<file path="config.mk">
export PLATFORM = sky130hd
export DESIGN_NAME = pad_host_rsp
export DESIGN_NICKNAME = d
export VERILOG_FILES = /design/src/rtl/pad_pkg.sv /design/src/rtl/pad_rsp_skid.sv /design/src/rtl/pad_host_rsp.sv
export SDC_FILE = /design/constraint.sdc
export NUM_CORES = 1
export LEC_CHECK = 0
export ABC_CLOCK_PERIOD_IN_PS = 9400
export BUFFER_PORTS_ARGS = -buffer_cell sky130_fd_sc_hd__clkbuf_2
export CORE_AREA = 2 2 216 218
export CTS_CLUSTER_DIAMETER = 120
export DETAILED_ROUTE_END_ITERATION = 16
export DIE_AREA = 0 0 218 220
export PLACE_DENSITY_LB_ADDON = 0.15
export SYNTH_ARGS = -nofsm -noshare
export SYNTH_HDL_FRONTEND = slang
export SYNTH_HIERARCHICAL = 1
export SYNTH_SLANG_ARGS = --single-unit
</file>
<file path="constraint.sdc">
create_clock -name clk -period 9.4 [get_ports clk]
set_input_delay 0.47 -clock clk [delete_from_list [all_inputs] [get_ports clk]]
set_output_delay 0.47 -clock clk [all_outputs]
set_load 0.02 [all_outputs]
</file>
<file path="src/rtl/pad_pkg.sv">
// Shared definitions for the PAD command interface: FSM encodings and command field layout.
// Included by both the host-side responder and the chip-side command packer.
package pad_pkg;

    typedef enum logic [1:0] {
        IDLE = 2'd0,
        SRC  = 2'd1,
        SINK = 2'd2,
        FNH  = 2'd3
    } padState_t;

    // Command beat layout: {.., ReqNum, Addr, RdGLB}
    localparam int CMD_RD_BIT   = 0;
    localparam int CMD_ADDR_LSB = 1;

    // ReqNum sits directly above the Addr field, so its offset follows the field width.
    function automatic int cmdNumLsb(input int addrWidth);
        return CMD_ADDR_LSB + addrWidth;
    endfunction

endpackage

</file>
<file path="src/rtl/pad_rsp_skid.sv">
// Two-entry valid/ready FIFO buffering host-memory read data ahead of the PAD bus.
// The occupancy count is exported so the producer can issue reads against pop-aware credit.
module pad_rsp_skid #(
    parameter int WIDTH = 129
) (
    input  logic             clk,
    input  logic             rst_n,
    input  logic             pushValid,
    input  logic [WIDTH-1:0] pushData,
    input  logic             popReady,
    output logic             popValid,
    output logic [WIDTH-1:0] popData,
    output logic [1:0]       count
);

    logic [WIDTH-1:0] mem [2];
    logic             wrPtr;
    logic             rdPtr;
    logic             doPush;
    logic             doPop;

    assign popValid = (count != 2'd0);
    assign popData  = mem[rdPtr];
    assign doPop    = popValid && popReady;
    // A push into a full FIFO is legal only when the same cycle frees an entry.
    assign doPush   = pushValid && ((count != 2'd2) || doPop);

    always_ff @(posedge clk or negedge rst_n) begin
        if (!rst_n) begin
            mem[0] <= '0;
            mem[1] <= '0;
            wrPtr  <= 1'b0;
            rdPtr  <= 1'b0;
            count  <= 2'd0;
        end else begin
            if (doPush) begin
                mem[wrPtr] <= pushData;
                wrPtr      <= ~wrPtr;
            end
            if (doPop) begin
                rdPtr <= ~rdPtr;
            end
            case ({doPush, doPop})
                2'b10:   count <= count + 2'd1;
                2'b01:   count <= count - 2'd1;
                default: count <= count;
            endcase
        end
    end

endmodule

</file>
<file path="src/rtl/pad_host_rsp.sv">
// Host-side PAD responder: accepts one command beat, then sources host memory into the chip
// or sinks chip data into host memory. Valid/ready: a beat moves when Vld&Rdy share a cycle.
module pad_host_rsp
    import pad_pkg::*;
#(
    parameter int PORT_WIDTH     = 128,
    parameter int SRAM_WIDTH     = 256,
    parameter int ADDR_WIDTH     = 16,
    parameter int MEM_ADDR_WIDTH = 24
) (
    input  logic                      clk,
    input  logic                      rst_n,
    input  logic [PORT_WIDTH-1:0]     ITFPAD_Dat,
    input  logic                      ITFPAD_DatVld,
    input  logic                      ITFPAD_DatLast,
    output logic                      PADITF_DatRdy,
    output logic [PORT_WIDTH-1:0]     PADITF_Dat,
    output logic                      PADITF_DatVld,
    output logic                      PADITF_DatLast,
    input  logic                      ITFPAD_DatRdy,
    output logic                      MemRdEn,
    output logic                      MemWrEn,
    output logic [MEM_ADDR_WIDTH-1:0] MemAddr,
    output logic [PORT_WIDTH-1:0]     MemWrDat,
    input  logic [PORT_WIDTH-1:0]     MemRdDat,
    output logic                      Done,
    output logic                      Err
);

    localparam int RATIO   = SRAM_WIDTH / PORT_WIDTH;
    localparam int RLOG    = $clog2(RATIO);
    localparam int CNT_W   = ADDR_WIDTH + RLOG;
    localparam int NUM_LSB = cmdNumLsb(ADDR_WIDTH);
    localparam int MAW     = MEM_ADDR_WIDTH;

    padState_t              state;
    padState_t              nextState;
    logic [CNT_W-1:0]       beats;
    logic [CNT_W-1:0]       issued;
    logic [CNT_W-1:0]       sent;
    logic [MAW-1:0]         baseAddr;
    logic                   inflight;
    logic                   inflightLast;
    logic                   rdyQ;
    logic                   errQ;

    logic                   cmdRd;
    logic [ADDR_WIDTH-1:0]  cmdAddr;
    logic [ADDR_WIDTH-1:0]  cmdNum;
    logic                   idleAcc;
    logic                   sinkAcc;
    logic                   sinkLastIdx;
    logic                   issue;
    logic                   pop;
    logic                   popLast;
    logic [2:0]             occ;

    logic                   skidVld;
    logic [PORT_WIDTH:0]    skidData;
    logic [1:0]             skidCnt;
    logic                   srcVld;

    assign cmdRd   = ITFPAD_Dat[CMD_RD_BIT];
    assign cmdAddr = ITFPAD_Dat[CMD_ADDR_LSB +: ADDR_WIDTH];
    assign cmdNum  = ITFPAD_Dat[NUM_LSB +: ADDR_WIDTH];

    assign idleAcc     = (state == IDLE) && ITFPAD_DatVld && rdyQ;
    assign sinkAcc     = (state == SINK) && ITFPAD_DatVld && rdyQ;
    assign sinkLastIdx = (sent == beats - CNT_W'(1));

    assign srcVld  = skidVld && (state == SRC);
    assign pop     = srcVld && ITFPAD_DatRdy;
    assign popLast = pop && skidData[PORT_WIDTH];
    // Entries held plus the read landing now, minus the beat leaving now, must stay below 2.
    assign occ     = 3'(skidCnt) + 3'(inflight) - 3'(pop);
    assign issue   = (state == SRC) && (issued < beats) && (occ < 3'd2);

    pad_rsp_skid #(
        .WIDTH (PORT_WIDTH + 1)
    ) uSkid (
        .clk       (clk),
        .rst_n     (rst_n),
        .pushValid (inflight),
        .pushData  ({inflightLast, MemRdDat}),
        .popReady  (pop),
        .popValid  (skidVld),
        .popData   (skidData),
        .count     (skidCnt)
    );

    always_comb begin
        nextState      = state;
        PADITF_DatRdy  = rdyQ;
        PADITF_DatVld  = srcVld;
        PADITF_DatLast = srcVld && skidData[PORT_WIDTH];
        PADITF_Dat     = '0;
        MemRdEn        = issue;
        MemWrEn        = sinkAcc;
        MemWrDat       = '0;
        MemAddr        = '0;
        Done           = (state == FNH);
        Err            = errQ;

        if (srcVld) PADITF_Dat = skidData[PORT_WIDTH-1:0];
        if (issue) MemAddr = baseAddr + MAW'(issued);
        if (sinkAcc) begin
            MemAddr  = baseAddr + MAW'(sent);
            MemWrDat = ITFPAD_Dat;
        end

        case (state)
            IDLE: begin
                if (idleAcc) begin
                    if (cmdNum == '0)  nextState = FNH;
                    else if (cmdRd)    nextState = SINK;
                    else               nextState = SRC;
                end
            end
            SRC:     if (popLast) nextState = FNH;
            SINK:    if (sinkAcc && (ITFPAD_DatLast || sinkLastIdx)) nextState = FNH;
            FNH:     nextState = IDLE;
            default: nextState = IDLE;
        endcase
    end

    // Ready is registered so it reads 0 while in reset and follows the state from then on.
    always_ff @(posedge clk or negedge rst_n) begin
        if (!rst_n) begin
            state        <= IDLE;
            rdyQ         <= 1'b0;
            errQ         <= 1'b0;
            beats        <= '0;
            baseAddr     <= '0;
            issued       <= '0;
            sent         <= '0;
            inflight     <= 1'b0;
            inflightLast <= 1'b0;
        end else begin
            state        <= nextState;
            rdyQ         <= (nextState == IDLE) || (nextState == SINK);
            inflight     <= issue;
            inflightLast <= issue && (issued == beats - CNT_W'(1));

            if (idleAcc) begin
                beats    <= CNT_W'(cmdNum) << RLOG;
                baseAddr <= MAW'(cmdAddr) << RLOG;
                issued   <= '0;
                sent     <= '0;
                errQ     <= !ITFPAD_DatLast;
            end
            if (issue) issued <= issued + CNT_W'(1);
            if (pop || sinkAcc) sent <= sent + CNT_W'(1);
            if (sinkAcc && (ITFPAD_DatLast != sinkLastIdx)) errQ <= 1'b1;
        end
    end

endmodule

</file>
**Word level (Yosys, flattened, before mapping)**

Cells that the tools add are included.

- Bits in registers: 334
- Output and inout port bits: 287

- Equality and inequality tests: 10
- Bitwise gates (word level): 4
- Add/subtract/negate cells: 9
- $lt $le $gt $ge: 5
- Muxes and demuxes: 22
- Reduce and logical (&&, ||, !) cells: 29

Operators with widths:

| cell | count |
|---|---|
| 2-to-1 mux 129 bit | 4 |
| bitwise mux 258 bit | 1 |
| 2-to-1 mux 128 bit | 2 |
| demux 129 bit (select 1 bit) | 1 |
| 2-to-1 mux 17 bit | 3 |
| adder 17 x 17 -> 18 bit | 2 |
| 2-to-1 mux 18 bit | 2 |
| adder 17 x 1 -> 17 bit, second input constant | 2 |
| equality test 17 bit | 2 |
| < comparator 17 bit | 1 |
| subtractor 17 x 1 -> 17 bit, second input constant | 1 |
| logical AND 1 bit | 16 |
| logical NOT 16 bit | 1 |
| 2-to-1 mux 2 bit | 5 |
| nonzero test 2 bit | 5 |
| equality test 2 bit, second input constant | 4 |
| one-hot mux 2 bit (4 select lines) | 1 |
| equality test 2 x 1 -> 1 bit, second input constant | 2 |
| >= comparator 2 bit, second input constant | 2 |
| logical NOT 2 bit | 2 |
| logical OR 1 bit | 4 |
| NOT 1 -> 2 bit | 2 |
| one-hot mux 2 bit (2 select lines) | 1 |
| adder 2 x 1 -> 3 bit | 1 |
| other kinds (10) | 12 |

**Longest topological paths before layout**

- Depth after elaboration: 9
- Gate-level depth with buffers: 16
- Gate-level depth less buffers: 13

**Hierarchy**

The synthesis kept the hierarchy.

By module, submodules not included:

| module | cells an instance | area an instance (µm²) | times used |
|---|---|---|---|
| pad_rsp_skid | 705 | 11,385.9 | 1 |
| pad_host_rsp | 1,076 | 8,201.6 | 1 |

**Least setup slack after synthesis**

No wires, ideal clock.

- Path kind: register to output
- From: reg uSkid.count[1]
- To: out MemAddr[13]
- Data required time: 8.930 ns
- Arrival time: 3.700 ns
- Buffers on the path: 4
- Slack: 5.230 ns
- Stages on the path, launching flop included: 16
- Cells stage by stage: dfrtp_1 or2_2 and3b_1 clkbuf_1 and2_1 ha_1 nand2b_1 fa_1 xor2_1 a211oi_1 o211ai_1 or2_1 clkbuf_2 buf_2 buf_2 o22ai_1

- Longest elaborated chain between the ends: 8

Ends and longest elaborated chain:

| element | line | source |
|---|---|---|
| from (decl) | pad_rsp_skid.sv:13 | `output logic [1:0] count` |
| from (signal assigned) | pad_rsp_skid.sv:44 | `2'b10: count <= count + 2'd1;` |
| from (signal assigned) | pad_rsp_skid.sv:45 | `2'b01: count <= count - 2'd1;` |
| from (signal assigned) | pad_rsp_skid.sv:46 | `default: count <= count;` |
| nonzero test 2 bit | pad_rsp_skid.sv:22 | `assign popValid = (count != 2'd0);` |
| net skidVld | pad_host_rsp.sv:58 | `logic skidVld;` |
| logical AND 1 bit | pad_host_rsp.sv:71 | `assign srcVld = skidVld && (state == SRC);` |
| logical AND 1 bit | pad_host_rsp.sv:72 | `assign pop = srcVld && ITFPAD_DatRdy;` |
| net pop | pad_host_rsp.sv:54 | `logic pop;` |
| subtractor 3 x 1 -> 3 bit | pad_host_rsp.sv:75 | `assign occ = 3'(skidCnt) + 3'(inflight) - 3'(pop);` |
| < comparator 3 x 2 -> 1 bit | pad_host_rsp.sv:76 | `assign issue = (state == SRC) && (issued < beats) && (occ < 3'd2);` |
| logical AND 1 bit | pad_host_rsp.sv:76 |  |
| 2-to-1 mux 18 bit | pad_host_rsp.sv:105 | `if (issue) MemAddr = baseAddr + MAW'(issued);` |
| 2-to-1 mux 18 bit | pad_host_rsp.sv:106 | `if (sinkAcc) begin` |
| to (decl) | pad_host_rsp.sv:23 | `output logic [MEM_ADDR_WIDTH-1:0] MemAddr,` |

The timed path passes the listed nets, and every way through them passes these cells.

**Worst setup path in the final report**

- From: reg uSkid.count[1]
- To: out MemAddr[17]

The elaborated chain is that of the path after synthesis.

==> results by stage <==
Setup path:
- The category of the worst setup path capture point is an output pin.
- STA puts the critical path data arrival time at roughly 5 ns.
- The highest net fanout along the worst path is 60.
- The cell with the largest stage delay on the worst path is sky130_fd_sc_hd__and3b_4.
- For this run, the slowest stage of the critical path takes between 0.6 and 0.7 ns.
- The start-to-end type of the worst setup path is reg2out.
- The kind of cell with the highest combined delay on the critical path is simple AND/OR/NAND/NOR gates.
- STA classifies the critical path startpoint as a flop.
- The critical path goes through or2_2 > and3b_4 > and2_1 > ha_1 > nand2b_1 > fa_1 > nand4bb_1 > a211oi_1 > o211ai_1 > or2_1 > inv_2 > o21ai_0 > o22ai_1 > clkbuf_2.
- The critical path contains buffers and inverters numbering 2 combined.
- STA puts the critical path data required time at 8.93 ns.

STA:
- The highest achievable clock rate is 184 MHz.
- The count of final max-slew check failures is 0.
- Final hold analysis gives a worst-case slack of -0.0218 ns.
- Setup repair after global routing left no endpoint under its margin.
- The final critical-path share of the clock period is just under 60%.
- The number of endpoints with negative hold slack in the final report is 6.
- The setup TNS is 0 ns.
- The relative slew slack is 30.0%.
- Across the routed clock network, the largest skew measured is 0.0186 ns.
- The clock period could shrink to approximately 5.4 ns.
- The final critical-path setup slack is between 3 and 4 ns.
- The transition time of the tightest slew-check pin is 1.05 ns.
- The total setup violations reported at the end of the flow is 0.

Power:
- Total power for the finished layout comes to 7.57 mW.
- For this design the ratio of total power to cell area is 318 mW/mm2.
- Across the VDD grid, the largest voltage drop is ~180 uV.
- In this run the static leakage power is 11.4 nW.

Final layout:
- The post-route cell area is 0.0238 mm2.
- From synthesis to final layout, the design area changed by 21.6%.
- The final layout contains 2587 nets.
- The post-route netlist has 44.6% of its cells at a drive strength greater than 1.

Clocking:
- The CTS buffer count is 39.
- The source-to-sink clock delay at the later pin of the worst-skew pair is 0.56 ns.
- The post-CTS setup buffer count is 0.
- The clock tree root buffer cell is sky130_fd_sc_hd__clkbuf_16.
- Counting along the longest clock path gives a buffer depth of 3.
- In this run the number of H-tree levels came out at 2.
- The clock transition time at the flip-flop clock pins of the worst setup and hold paths is 0.06 ns.
- TritonCTS built the clock tree.
- Buffers inserted to repair hold after CTS numbered 0.
- The number of sinks driven by the clock tree is 334.
- Gates resized during post-CTS repair numbered 0.

Place:
- Detailed placement finished with a half-perimeter wire length of roughly 42 mm.
- The placer congestion estimate is 0.914.
- The post-place setup slack is roughly 4.5 ns.
- Input and output buffers added on the ports amount to about 540.
- The standard cell area after detailed placement is 0.0225 mm2.

Drt:
- After the first detailed-routing iteration, the DRC count stood at 814.
- For this block, the via count after detailed routing is around 15000.
- The count of nets left with antenna violations once routing finished came out at 0.
- The via density per instance is 5.24.
- Summed over all layers, the routed wires come to 58.3 mm.
- The average routed wire per standard cell is approximately 20 um.
- After detailed routing, the number of remaining DRC violations is 0.
- The number of detailed-routing iterations run before antenna repair is 5.

Die:
- The die footprint is around 0.048 mm2.
- In this run the core area contains 79 standard-cell rows.
- Measured along the y axis, the die boundary spans between 200 and 250 um.
- From left edge to right edge, the die measures 218 um.
- The core area is 0.0459 mm2.
- The initial utilization of the core area, before any placement, comes to 42.7%.
- The number of primary I/O pins is around 550.

Status:
- The checks that failed: hold timing.
- The flow ran to the end, but the final reports show violations.

Synth:
- The commonest register cell after synthesis is sky130_fd_sc_hd__dfrtp_1.
- The synthesized instance count is 1781.
- The number of warning messages in the yosys log is 6.
- The number of storage elements in the synthesis netlist is between 300 and 400.
- The share of flip-flops with an asynchronous set or reset after synthesis is 100%.
- The number of distinct standard cells referenced by the synthesized netlist is 77.
- The average instance in the mapped netlist occupies 11.0 um2.
- The synthesized area is between 0.015 and 0.02 mm2.
- The post-synthesis sequential area ratio is 42.7%.
- The count of flip-flops with a built-in enable after synthesis is 0.

Global routing:
- The total congestion overflow after global routing is 0.
- The aggregate global-route resource usage is 23.6%.
- Entering global routing, the biggest net connects roughly 170 pins.
- The number of antenna violations at the first check in global routing is 6.
- The first global-routing pass estimated approximately 90 mm of wire.
- The number of global-route vias before repair is 15200.

Flow run:
- Max-cap violations in this run came to 0.

Worst hold path:
- The class of the tightest hold or removal check is in2async.
-- state kept, by name (all words and copies together) (netlist names) --
name	cells
uSkid/mem	258
issued	17
sent	17
baseAddr	16
beats	16
state	2
uSkid/count	2
Err	1
PADITF_DatRdy	1
inflight	1
inflightLast	1
uSkid/rdPtr	1
uSkid/wrPtr	1
-- through the flow --
stage	utilization [%]	cells	hold slack, ns
global route	51.9	2908	0.0338
global placement	49.1	2835	0.482
finish	51.9	2910	-0.0218
CTS	51.9	2906	0.00833
floorplan	-	1786	0.174
detailed placement	49.1	2835	0.490
-- placed cells by master, fill, tap and decap left out, drive strengths merged, types with 22 or more instances in the layout --
| cell type | n |
|---|---|
| a21oi | 39 |
| nand2 | 114 |
| ha | 54 |
| inv | 37 |
| o21ai | 54 |
| dfrtp | 334 |
| and2 | 269 |
| nor2 | 52 |
| mux2 | 388 |
| xnor2 | 41 |
| clkbuf | 595 |
| mux2i | 22 |
-- path summary, 6_finish.rpt --
path | slack, ns | start | to | cells after the start
max in group asynchronous | 7.94 | rst_n | uSkid/rdPtr | 2
worst min register to register | 0.50 | uSkid/mem[43] | uSkid/mem[43] | 1
worst max-delay path | 3.95 | uSkid/count[1] | MemAddr[17] | 14
worst min-delay path | -0.02 | rst_n | uSkid/mem[145] | 1
min in group clk | 0.12 | ITFPAD_Dat[4] | baseAddr[4] | 3
worst max register to register | 4.91 | uSkid/count[1] | issued[11] | 13
-- report_power, final --
part / leakage (nW) / switching [mW] / internal [mW] / total [mW]
Clock: 0.629 / 0.627 / 0.865 / 1.49
Sequential: 4.07 / 0.467 / 2.10 / 2.57
Combinational: 6.75 / 1.82 / 1.70 / 3.52
-- final cells by class --
class,instances,area [um2]
multi-input combinational,1304,10400
sequential,334,8360
antenna,4,10.0
tap,607,759
clock buffer,55,1120
fill,4247,22100
clock inverter,16,155
timing repair buffer,554,2830
inverter,36,136
-- cells in the mapped netlist, types with 4 or more instances --
master | instances | area (um2)
sky130_fd_sc_hd__a31oi_1 | 10 | 62.6
sky130_fd_sc_hd__buf_6 | 27 | 304
sky130_fd_sc_hd__a211oi_1 | 8 | 60.1
sky130_fd_sc_hd__nand2b_1 | 10 | 62.6
sky130_fd_sc_hd__nor2b_1 | 5 | 31.3
sky130_fd_sc_hd__mux2_2 | 388 | 4370
sky130_fd_sc_hd__ha_1 | 54 | 676
sky130_fd_sc_hd__xnor2_1 | 41 | 359
sky130_fd_sc_hd__o2111ai_1 | 5 | 43.8
sky130_fd_sc_hd__nand2_1 | 114 | 428
sky130_fd_sc_hd__nand4_1 | 13 | 81.3
sky130_fd_sc_hd__clkbuf_1 | 52 | 195
sky130_fd_sc_hd__dfrtp_1 | 334 | 8360
sky130_fd_sc_hd__or3_1 | 8 | 50.1
sky130_fd_sc_hd__nand3_1 | 20 | 100
sky130_fd_sc_hd__o21ai_0 | 54 | 270
sky130_fd_sc_hd__o32ai_1 | 4 | 35.0
sky130_fd_sc_hd__o22ai_1 | 11 | 68.8
sky130_fd_sc_hd__a22oi_1 | 4 | 30.0
sky130_fd_sc_hd__xor2_1 | 20 | 175
sky130_fd_sc_hd__mux2i_1 | 22 | 220
sky130_fd_sc_hd__a21oi_1 | 39 | 195
sky130_fd_sc_hd__o211ai_1 | 9 | 67.6
sky130_fd_sc_hd__nor4_1 | 6 | 37.5
sky130_fd_sc_hd__a211o_1 | 6 | 52.6
sky130_fd_sc_hd__buf_2 | 18 | 90.1
sky130_fd_sc_hd__inv_1 | 35 | 131
sky130_fd_sc_hd__nor2_1 | 52 | 195
sky130_fd_sc_hd__o21a_1 | 7 | 52.6
sky130_fd_sc_hd__buf_4 | 9 | 67.6
sky130_fd_sc_hd__and3_1 | 20 | 125
sky130_fd_sc_hd__nor3_1 | 19 | 95.1
sky130_fd_sc_hd__and2_1 | 268 | 1680
sky130_fd_sc_hd__a21o_1 | 16 | 120
-- logic make-up (layout without fill, tap and decap cells) --
group	after synthesis	after routing	share of synthesized area, %
AND/OR/NAND/NOR	562	562	16.2
multiplexers	410	410	23.4
flip-flops	334	334	42.7
AO/OA/AOI/OAI	208	208	7.01
buffers and inverters	148	661	4.23
XOR/XNOR	61	61	2.73
adder cells (fa/ha/maj)	57	57	3.76
other	1	10	0.0191
-- per-layer routing --
| layer | vias up | global-route usage (%) | wire (um) |
|---|---|---|---|
| met5 | - | 0 | 21 |
| met4 | 4 | 7.91 | 1710 |
| met3 | 102 | 4.83 | 3020 |
| met2 | 407 | 38.5 | 28000 |
| met1 | 7527 | 31.3 | 25500 |
| li1 | 7202 | - | - |
Power figures use the tool's default switching activity.
